[src/rtl/irb_pkg.sv]
// Shared types and sizing for the kernel-weight tile buffer controller.
// Tile depth, weight width and parallelism are set here and used by every file.
package irb_pkg;

  localparam int KPW_N_ELEM = 8;
  localparam int WG_W       = 8;
  localparam int Npar       = 4;

  localparam int KPW_AW = $clog2(KPW_N_ELEM);
  localparam int KPW_LW = KPW_AW + 1;
  localparam int KPW_DW = WG_W + $clog2(Npar);

  typedef enum logic [1:0] {
    IDLE,
    LOAD,
    LOADED,
    READ
  } kpw_state_t;

  // Requested lengths beyond the RAM depth are clamped to a full tile.
  function automatic logic [KPW_LW-1:0] clamp_len(input logic [KPW_LW-1:0] n);
    return (n > KPW_LW'(KPW_N_ELEM)) ? KPW_LW'(KPW_N_ELEM) : n;
  endfunction

endpackage

[src/rtl/kpw_ctrl_if.sv]
// Load/read stream bundle between the tile producer/consumer and kpw_ctrl.
// The master drives starts and load data; the slave (kpw_ctrl) drives status and read data.
interface kpw_ctrl_if;
  import irb_pkg::*;

  logic              ld_start;
  logic [KPW_LW-1:0] n_elem;
  logic              ld_valid;
  logic [KPW_DW-1:0] ld_data;
  logic              ld_ready;
  logic              ld_done;
  logic              rd_start;
  logic              rd_stall;
  logic              rd_valid;
  logic [KPW_DW-1:0] rd_data;
  logic              rd_last;
  logic              busy;

  modport master (
    output ld_start, n_elem, ld_valid, ld_data, rd_start, rd_stall,
    input  ld_ready, ld_done, rd_valid, rd_data, rd_last, busy
  );

  modport slave (
    input  ld_start, n_elem, ld_valid, ld_data, rd_start, rd_stall,
    output ld_ready, ld_done, rd_valid, rd_data, rd_last, busy
  );

endinterface

[src/rtl/kpw_ctrl_ram.sv]
// Single-port tile RAM with a registered, enable-gated read port (1-cycle latency).
// The read register holds its word while re is low, which is what lets a stalled beat stay put.
module RAM_KPW
  import irb_pkg::*;
(
  input  logic              clk,
  input  logic              rst,
  input  logic              we,
  input  logic              re,
  input  logic [KPW_AW-1:0] addr,
  input  logic [KPW_DW-1:0] wdata,
  output logic [KPW_DW-1:0] rdata
);

  logic [KPW_DW-1:0] mem_q [KPW_N_ELEM];
  logic [KPW_DW-1:0] rdata_q;

  // NOTE: the array has no reset; clearing it would force flops instead of RAM.
  always_ff @(posedge clk) begin
    if (we) mem_q[addr] <= wdata;
  end

  always_ff @(posedge clk) begin
    if (rst)     rdata_q <= '0;
    else if (re) rdata_q <= mem_q[addr];
  end

  assign rdata = rdata_q;

endmodule

[src/rtl/kpw_ctrl.sv]
// Tile buffer controller: loads a tile of weight words into RAM_KPW, then streams
// it out (repeatedly if asked) to the PW datapath with consumer back-pressure.
module kpw_ctrl
  import irb_pkg::*;
(
  input  logic       clk,
  input  logic       rst,
  kpw_ctrl_if.slave  bus
);

  kpw_state_t        state_q;
  logic              loaded_q;
  logic [KPW_AW-1:0] wr_cnt_q;
  logic [KPW_AW-1:0] rd_cnt_q;
  logic [KPW_LW-1:0] len_q;
  logic              ld_ready_q;
  logic              ld_done_q;
  logic              rd_valid_q;
  logic              rd_last_q;
  logic              busy_q;

  logic [KPW_AW-1:0] last_addr;
  logic              ram_we;
  logic              ram_re;
  logic [KPW_AW-1:0] ram_addr;
  logic [KPW_DW-1:0] ram_rdata;

  // NOTE: every always_comb output gets a default first so no latch is inferred.
  always_comb begin
    last_addr = KPW_AW'(len_q - KPW_LW'(1));
    ram_we    = (state_q == LOAD) && bus.ld_valid;
    // Stop issuing once the last word is on the output; it only has to drain.
    ram_re    = (state_q == READ) && !bus.rd_stall && !(rd_valid_q && rd_last_q);
    ram_addr  = (state_q == LOAD) ? wr_cnt_q : rd_cnt_q;
  end

  RAM_KPW u_ram (
    .clk   (clk),
    .rst   (rst),
    .we    (ram_we),
    .re    (ram_re),
    .addr  (ram_addr),
    .wdata (bus.ld_data),
    .rdata (ram_rdata)
  );

  // NOTE: sequential state uses <= so every register sees pre-edge values.
  always_ff @(posedge clk) begin
    if (rst) begin
      state_q    <= IDLE;
      loaded_q   <= 1'b0;
      wr_cnt_q   <= '0;
      rd_cnt_q   <= '0;
      len_q      <= '0;
      ld_ready_q <= 1'b0;
      ld_done_q  <= 1'b0;
      rd_valid_q <= 1'b0;
      rd_last_q  <= 1'b0;
      busy_q     <= 1'b0;
    end else begin
      ld_done_q <= 1'b0;
      case (state_q)
        IDLE, LOADED: begin
          // A read request outranks a simultaneous reload of the tile.
          if (state_q == LOADED && loaded_q && bus.rd_start) begin
            state_q  <= READ;
            rd_cnt_q <= '0;
            busy_q   <= 1'b1;
          end else if (bus.ld_start && bus.n_elem != '0) begin
            state_q    <= LOAD;
            len_q      <= clamp_len(bus.n_elem);
            wr_cnt_q   <= '0;
            ld_ready_q <= 1'b1;
            busy_q     <= 1'b1;
          end
        end
        LOAD: begin
          if (bus.ld_valid) begin
            if (wr_cnt_q == last_addr) begin
              state_q    <= LOADED;
              loaded_q   <= 1'b1;
              ld_done_q  <= 1'b1;
              ld_ready_q <= 1'b0;
              busy_q     <= 1'b0;
            end else begin
              wr_cnt_q <= wr_cnt_q + KPW_AW'(1);
            end
          end
        end
        READ: begin
          if (!bus.rd_stall) begin
            if (rd_valid_q && rd_last_q) begin
              rd_valid_q <= 1'b0;
              rd_last_q  <= 1'b0;
              state_q    <= LOADED;
              busy_q     <= 1'b0;
            end else begin
              rd_valid_q <= 1'b1;
              rd_last_q  <= (rd_cnt_q == last_addr);
              if (rd_cnt_q != last_addr) rd_cnt_q <= rd_cnt_q + KPW_AW'(1);
            end
          end
        end
        default: state_q <= IDLE;
      endcase
    end
  end

  assign bus.ld_ready = ld_ready_q;
  assign bus.ld_done  = ld_done_q;
  assign bus.rd_valid = rd_valid_q;
  assign bus.rd_data  = ram_rdata;
  assign bus.rd_last  = rd_last_q;
  assign bus.busy     = busy_q;

endmodule

[src/flat_wrapper.sv]
// flat-port wrapper written by rule: the top's interface ports become plain ports
module kpw_ctrl_flat import irb_pkg::*;
  (clk, rst, bus_ld_start, bus_n_elem, bus_ld_valid, bus_ld_data, bus_rd_start, bus_rd_stall, bus_ld_ready, bus_ld_done, bus_rd_valid, bus_rd_data, bus_rd_last, bus_busy);
  kpw_ctrl_if bus_i ();
  input  logic clk;
  input  logic rst;
  input wire logic [$bits(bus_i.ld_start)-1:0] bus_ld_start;
  input wire logic [$bits(bus_i.n_elem)-1:0] bus_n_elem;
  input wire logic [$bits(bus_i.ld_valid)-1:0] bus_ld_valid;
  input wire logic [$bits(bus_i.ld_data)-1:0] bus_ld_data;
  input wire logic [$bits(bus_i.rd_start)-1:0] bus_rd_start;
  input wire logic [$bits(bus_i.rd_stall)-1:0] bus_rd_stall;
  output wire logic [$bits(bus_i.ld_ready)-1:0] bus_ld_ready;
  output wire logic [$bits(bus_i.ld_done)-1:0] bus_ld_done;
  output wire logic [$bits(bus_i.rd_valid)-1:0] bus_rd_valid;
  output wire logic [$bits(bus_i.rd_data)-1:0] bus_rd_data;
  output wire logic [$bits(bus_i.rd_last)-1:0] bus_rd_last;
  output wire logic [$bits(bus_i.busy)-1:0] bus_busy;
  assign bus_i.ld_start = bus_ld_start;
  assign bus_i.n_elem = bus_n_elem;
  assign bus_i.ld_valid = bus_ld_valid;
  assign bus_i.ld_data = bus_ld_data;
  assign bus_i.rd_start = bus_rd_start;
  assign bus_i.rd_stall = bus_rd_stall;
  assign bus_ld_ready = bus_i.ld_ready;
  assign bus_ld_done = bus_i.ld_done;
  assign bus_rd_valid = bus_i.rd_valid;
  assign bus_rd_data = bus_i.rd_data;
  assign bus_rd_last = bus_i.rd_last;
  assign bus_busy = bus_i.busy;
  kpw_ctrl u_core (.clk(clk), .rst(rst), .bus(bus_i));
endmodule
[config.mk]
export PLATFORM = sky130hd
export DESIGN_NAME = kpw_ctrl_flat
export DESIGN_NICKNAME = d
export VERILOG_FILES = /design/src/rtl/irb_pkg.sv /design/src/rtl/kpw_ctrl_if.sv /design/src/rtl/kpw_ctrl_ram.sv /design/src/rtl/kpw_ctrl.sv /design/src/flat_wrapper.sv
export SDC_FILE = /design/constraint.sdc
export NUM_CORES = 1
export LEC_CHECK = 0
export BUFFER_PORTS_ARGS = -buffer_cell sky130_fd_sc_hd__buf_2
export CORE_ASPECT_RATIO = 0.7
export CORE_MARGIN = 4
export CORE_UTILIZATION = 54
export DETAILED_ROUTE_END_ITERATION = 7
export GPL_TIMING_DRIVEN = 0
export PLACE_DENSITY = 0.77
export SLEW_MARGIN = 10
export SYNTH_ARGS = -nofsm -noshare
export SYNTH_HDL_FRONTEND = slang
export SYNTH_SLANG_ARGS = --single-unit
[constraint.sdc]
create_clock -name clk -period 3 [get_ports clk]
set_input_delay 0.3 -clock clk [delete_from_list [all_inputs] [get_ports clk]]
set_output_delay 0.3 -clock clk [all_outputs]
set_load 0.05 [all_outputs]
==> impl_metrics.toml <==
[drt]
viasPerCell = 6.13
drtIter0Drc = 309
routedWlPerCell_um = 21.2
drc = 0
routed_wl_um = 9730
via_count = 2822
drt_first_pass_iters = 5
antenna_left = 0

[die]
die_w_um = 117
rows = 27
core_area_um2 = 8010
io_pins = 35
initial_utilization_pct = 56.3
die_h_um = 84.4
die_area_um2 = 9890

[timing]
drv_slew = 0
rsz0062_at_grt = "no"
tns_ns = 0
slew_headroom_pct = 19.0
tightest_slew_ns = 1.21
finClkSkew_ns = 0.00751
finalSetupViolations = 0
finalHoldViolCount = 0
post-route-period-util_pct = 95.0
fmax_ghz = 0.351
finalCriticalPeriod_ns = 2.85

[setup_path]
cp.required_ns = 2.96
endpoint_kind = "register"
cp_slowest_cell = "nor2b_1"
crit_type = "register to register"
crit_fanout = 10
critPathArrivalTime_ns = 2.81
startpoint_type = "register"
cp_common_cell = "buf_6"
worstPathCellList = "and2b_1 > buf_6 > o31ai_2 > buf_6 > nor2b_1"
critPathBufInv = 2
crit_family = "simple AND/OR/NAND/NOR gates"
cpPeakStageDelay_ns = 0.96

[clock_network]
clk-insertion-delay-late_ns = 0.35
htree_levels = 3
cts_buffers = 9
clk_pin_slew_ns = 0.07
cts_buffer_depth = 2
cts_setup_buffers = 0
root_buffer = "clkbuf_16"
postCtsHoldBufs = 0
cts_tree = "yes"
clock-sinks = 106

[global_routing]
grt.total_usage_pct = 21.1
grt_max_degree = 19
antenna_found_initial = 0
grt_pass1_wl_um = 15400
grt_pass1_vias = 2831
overflow = 0

[place]
gp_congestion = 0.828
io_buffers = 33
dp_hpwl_um = 6270

[job]
max_cap_viol_count = 0

[final_layout]
nets = 377
nFillCells = 592
syn2layout_area_growth_pct = 12.8
utilization_pct = 63.5
layout-drive-gt1-share_pct = 28.4
num_antenna_cells = 0

[power_and_ir_drop]
powerDensity_nw_per_um2 = 558
vdd_drop_max_v = 0.000286
p_leak_nw = 1.80

[synth]
synth_compound_area_share_pct = 14.6
yosys_warnings = 0
synthArstFlopShare_pct = 0
synth_mux_area_share_pct = 7.31
postSynthCellCount = 310
syn_avg_cell_area_um2 = 14.5
netlist_area_um2 = 4500
synth-main-ff-cell = "edfxtp_1"
synth_seq_area_share_pct = 64.9
synthesis.nets = 333
synthSimpleGateAreaFrac_pct = 7.81
synth_top_family_by_area = "compound AO/OA/AOI/OAI gates"
synth_seq_cells = 106
synth_edf_count = 80
synth_xor_area_share_pct = 1.81
synthAdderAreaFrac_pct = 0.833
ys_types = 49

[outcome]
status = "completed"

[hold_path]
hold_path.class = "input pin to register"
## synthesized netlist by cell type (2+ instances only)
master,n,share of area [%]
edfxtp_1,80,53
nor2_1,32,2.7
dfxtp_1,26,12
a221oi_1,13,2.5
a22oi_1,12,2.0
mux2_2,11,2.8
nor2b_1,11,1.5
a21o_1,10,1.7
a211oi_1,9,1.5
a221oi_2,8,2.7
mux2_4,8,2.7
buf_2,7,0.78
nand2_1,7,0.58
a21oi_1,6,0.67
inv_1,6,0.50
nand3_1,5,0.56
o21ai_0,5,0.56
clkbuf_1,4,0.33
mux2i_1,4,0.89
nor3_1,4,0.44
buf_6,3,0.75
ha_1,3,0.83
or2_2,3,0.42
a211oi_2,2,0.56
buf_4,2,0.33
mux2_1,2,0.50
nand2b_1,2,0.28
o31ai_2,2,0.56
xnor2_1,2,0.39
xor2_1,2,0.39
## cells by family after synthesis
| group | count (synthesis) |
|---|---|
| flip-flops | 106 |
| AO/OA/AOI/OAI | 75 |
| AND/OR/NAND/NOR | 71 |
| multiplexers | 26 |
| buffers and inverters | 23 |
| XOR/XNOR | 6 |
| adder cells (fa/ha/maj) | 3 |
## metal layers
layer  track usage [%]  share of wire [%]
met5                 0                  0
met2              31.5                 46
met1              30.6                 44
met3              6.27                9.1
met4              4.90               0.90
## sequential cells by signal (all words and copies together) (netlist names)
| name | cells |
|---|---|
| u_core.state_q | 2 |
| u_core.wr_cnt_q | 3 |
| u_core.bus.ld_ready | 1 |
| u_core.len_q | 3 |
| u_core.u_ram.mem_q | 80 |
| u_core.bus.rd_valid | 1 |
| u_core.loaded_q | 1 |
| u_core.rd_cnt_q | 3 |
| u_core.u_ram.rdata | 10 |
| u_core.bus.ld_done | 1 |
| u_core.bus.rd_last | 1 |
## cell type report
type                    instances  area, µm²  area share (%)
flip-flops and latches        106       2920            57.5
multi-input cells             181       1460            28.8
clock buffers                   9        225            4.43
repair buffers                 33        165            3.25
well taps                     101        126            2.49
plain buffers                  17        103            2.02
clock inverters                 7       52.6            1.03
inverters                       6       22.5           0.443
## power breakdown
| group | switching (mW) | total (mW) | internal [mW] |
|---|---|---|---|
| combinational | 0.0873 | 0.139 | 0.0517 |
| sequential | 0.00746 | 1.59 | 1.58 |
| clock | 0.537 | 1.10 | 0.567 |
## through the flow
step | cells | setup slack, ns | hold slack [ns] | power, mW | area, µm²
global route | 460 | 0.00979 | 0.235 | 2.92 | 5080
detailed placement | 444 | 0.139 | 0.486 | 1.76 | 4800
finish | 460 | 0.151 | 0.219 | 2.84 | 5080
global placement | 444 | 0.152 | 0.469 | 1.76 | 4800
floorplan | 310 | 0.564 | 0.399 | 1.71 | 4500
CTS | 460 | 0.132 | 0.219 | 2.84 | 5070
## final timing paths
kind / depth (start not counted) / start / slack (ns) / end
min reg2reg: 2 / u_core.bus.ld_ready / 0.50 / u_core.bus.ld_ready
min: 1 / bus_ld_data[6] / 0.22 / u_core.u_ram.mem_q[0][6]
max: 5 / u_core.state_q[0] / 0.15 / u_core.u_ram.mem_q[0][1]
max reg2reg: 5 / u_core.state_q[0] / 0.15 / u_core.u_ram.mem_q[0][1]
## layout by cell type (no fill, tap or decap), types with 3 or more instances in the layout
cell         n
nand3_1      5
ha_1         3
dfxtp_1     26
edfxtp_1    80
nor2b_2      3
nor3_1       4
a22oi_1     12
inv_1        6
a21o_1      10
nand2_1      7
buf_6        3
buf_2       40
a21oi_1      6
o21ai_0      5
clkinvlp_4   4
clkbuf_1     4
a221oi_2     8
mux2_2      11
a211oi_1     9
mux2_4       8
nor2_1      32
mux2i_1      4
or2_2        3
clkbuf_16    9
nor2b_1      8
a221oi_1    13
## repair_timing
action / in CTS / in global routing
setup endpoints to repair: 0 / 30
endpoints found under the hold margin: 0 / 0
gates resized for setup: 0 / 3
(Power assumes the default switching activity.)
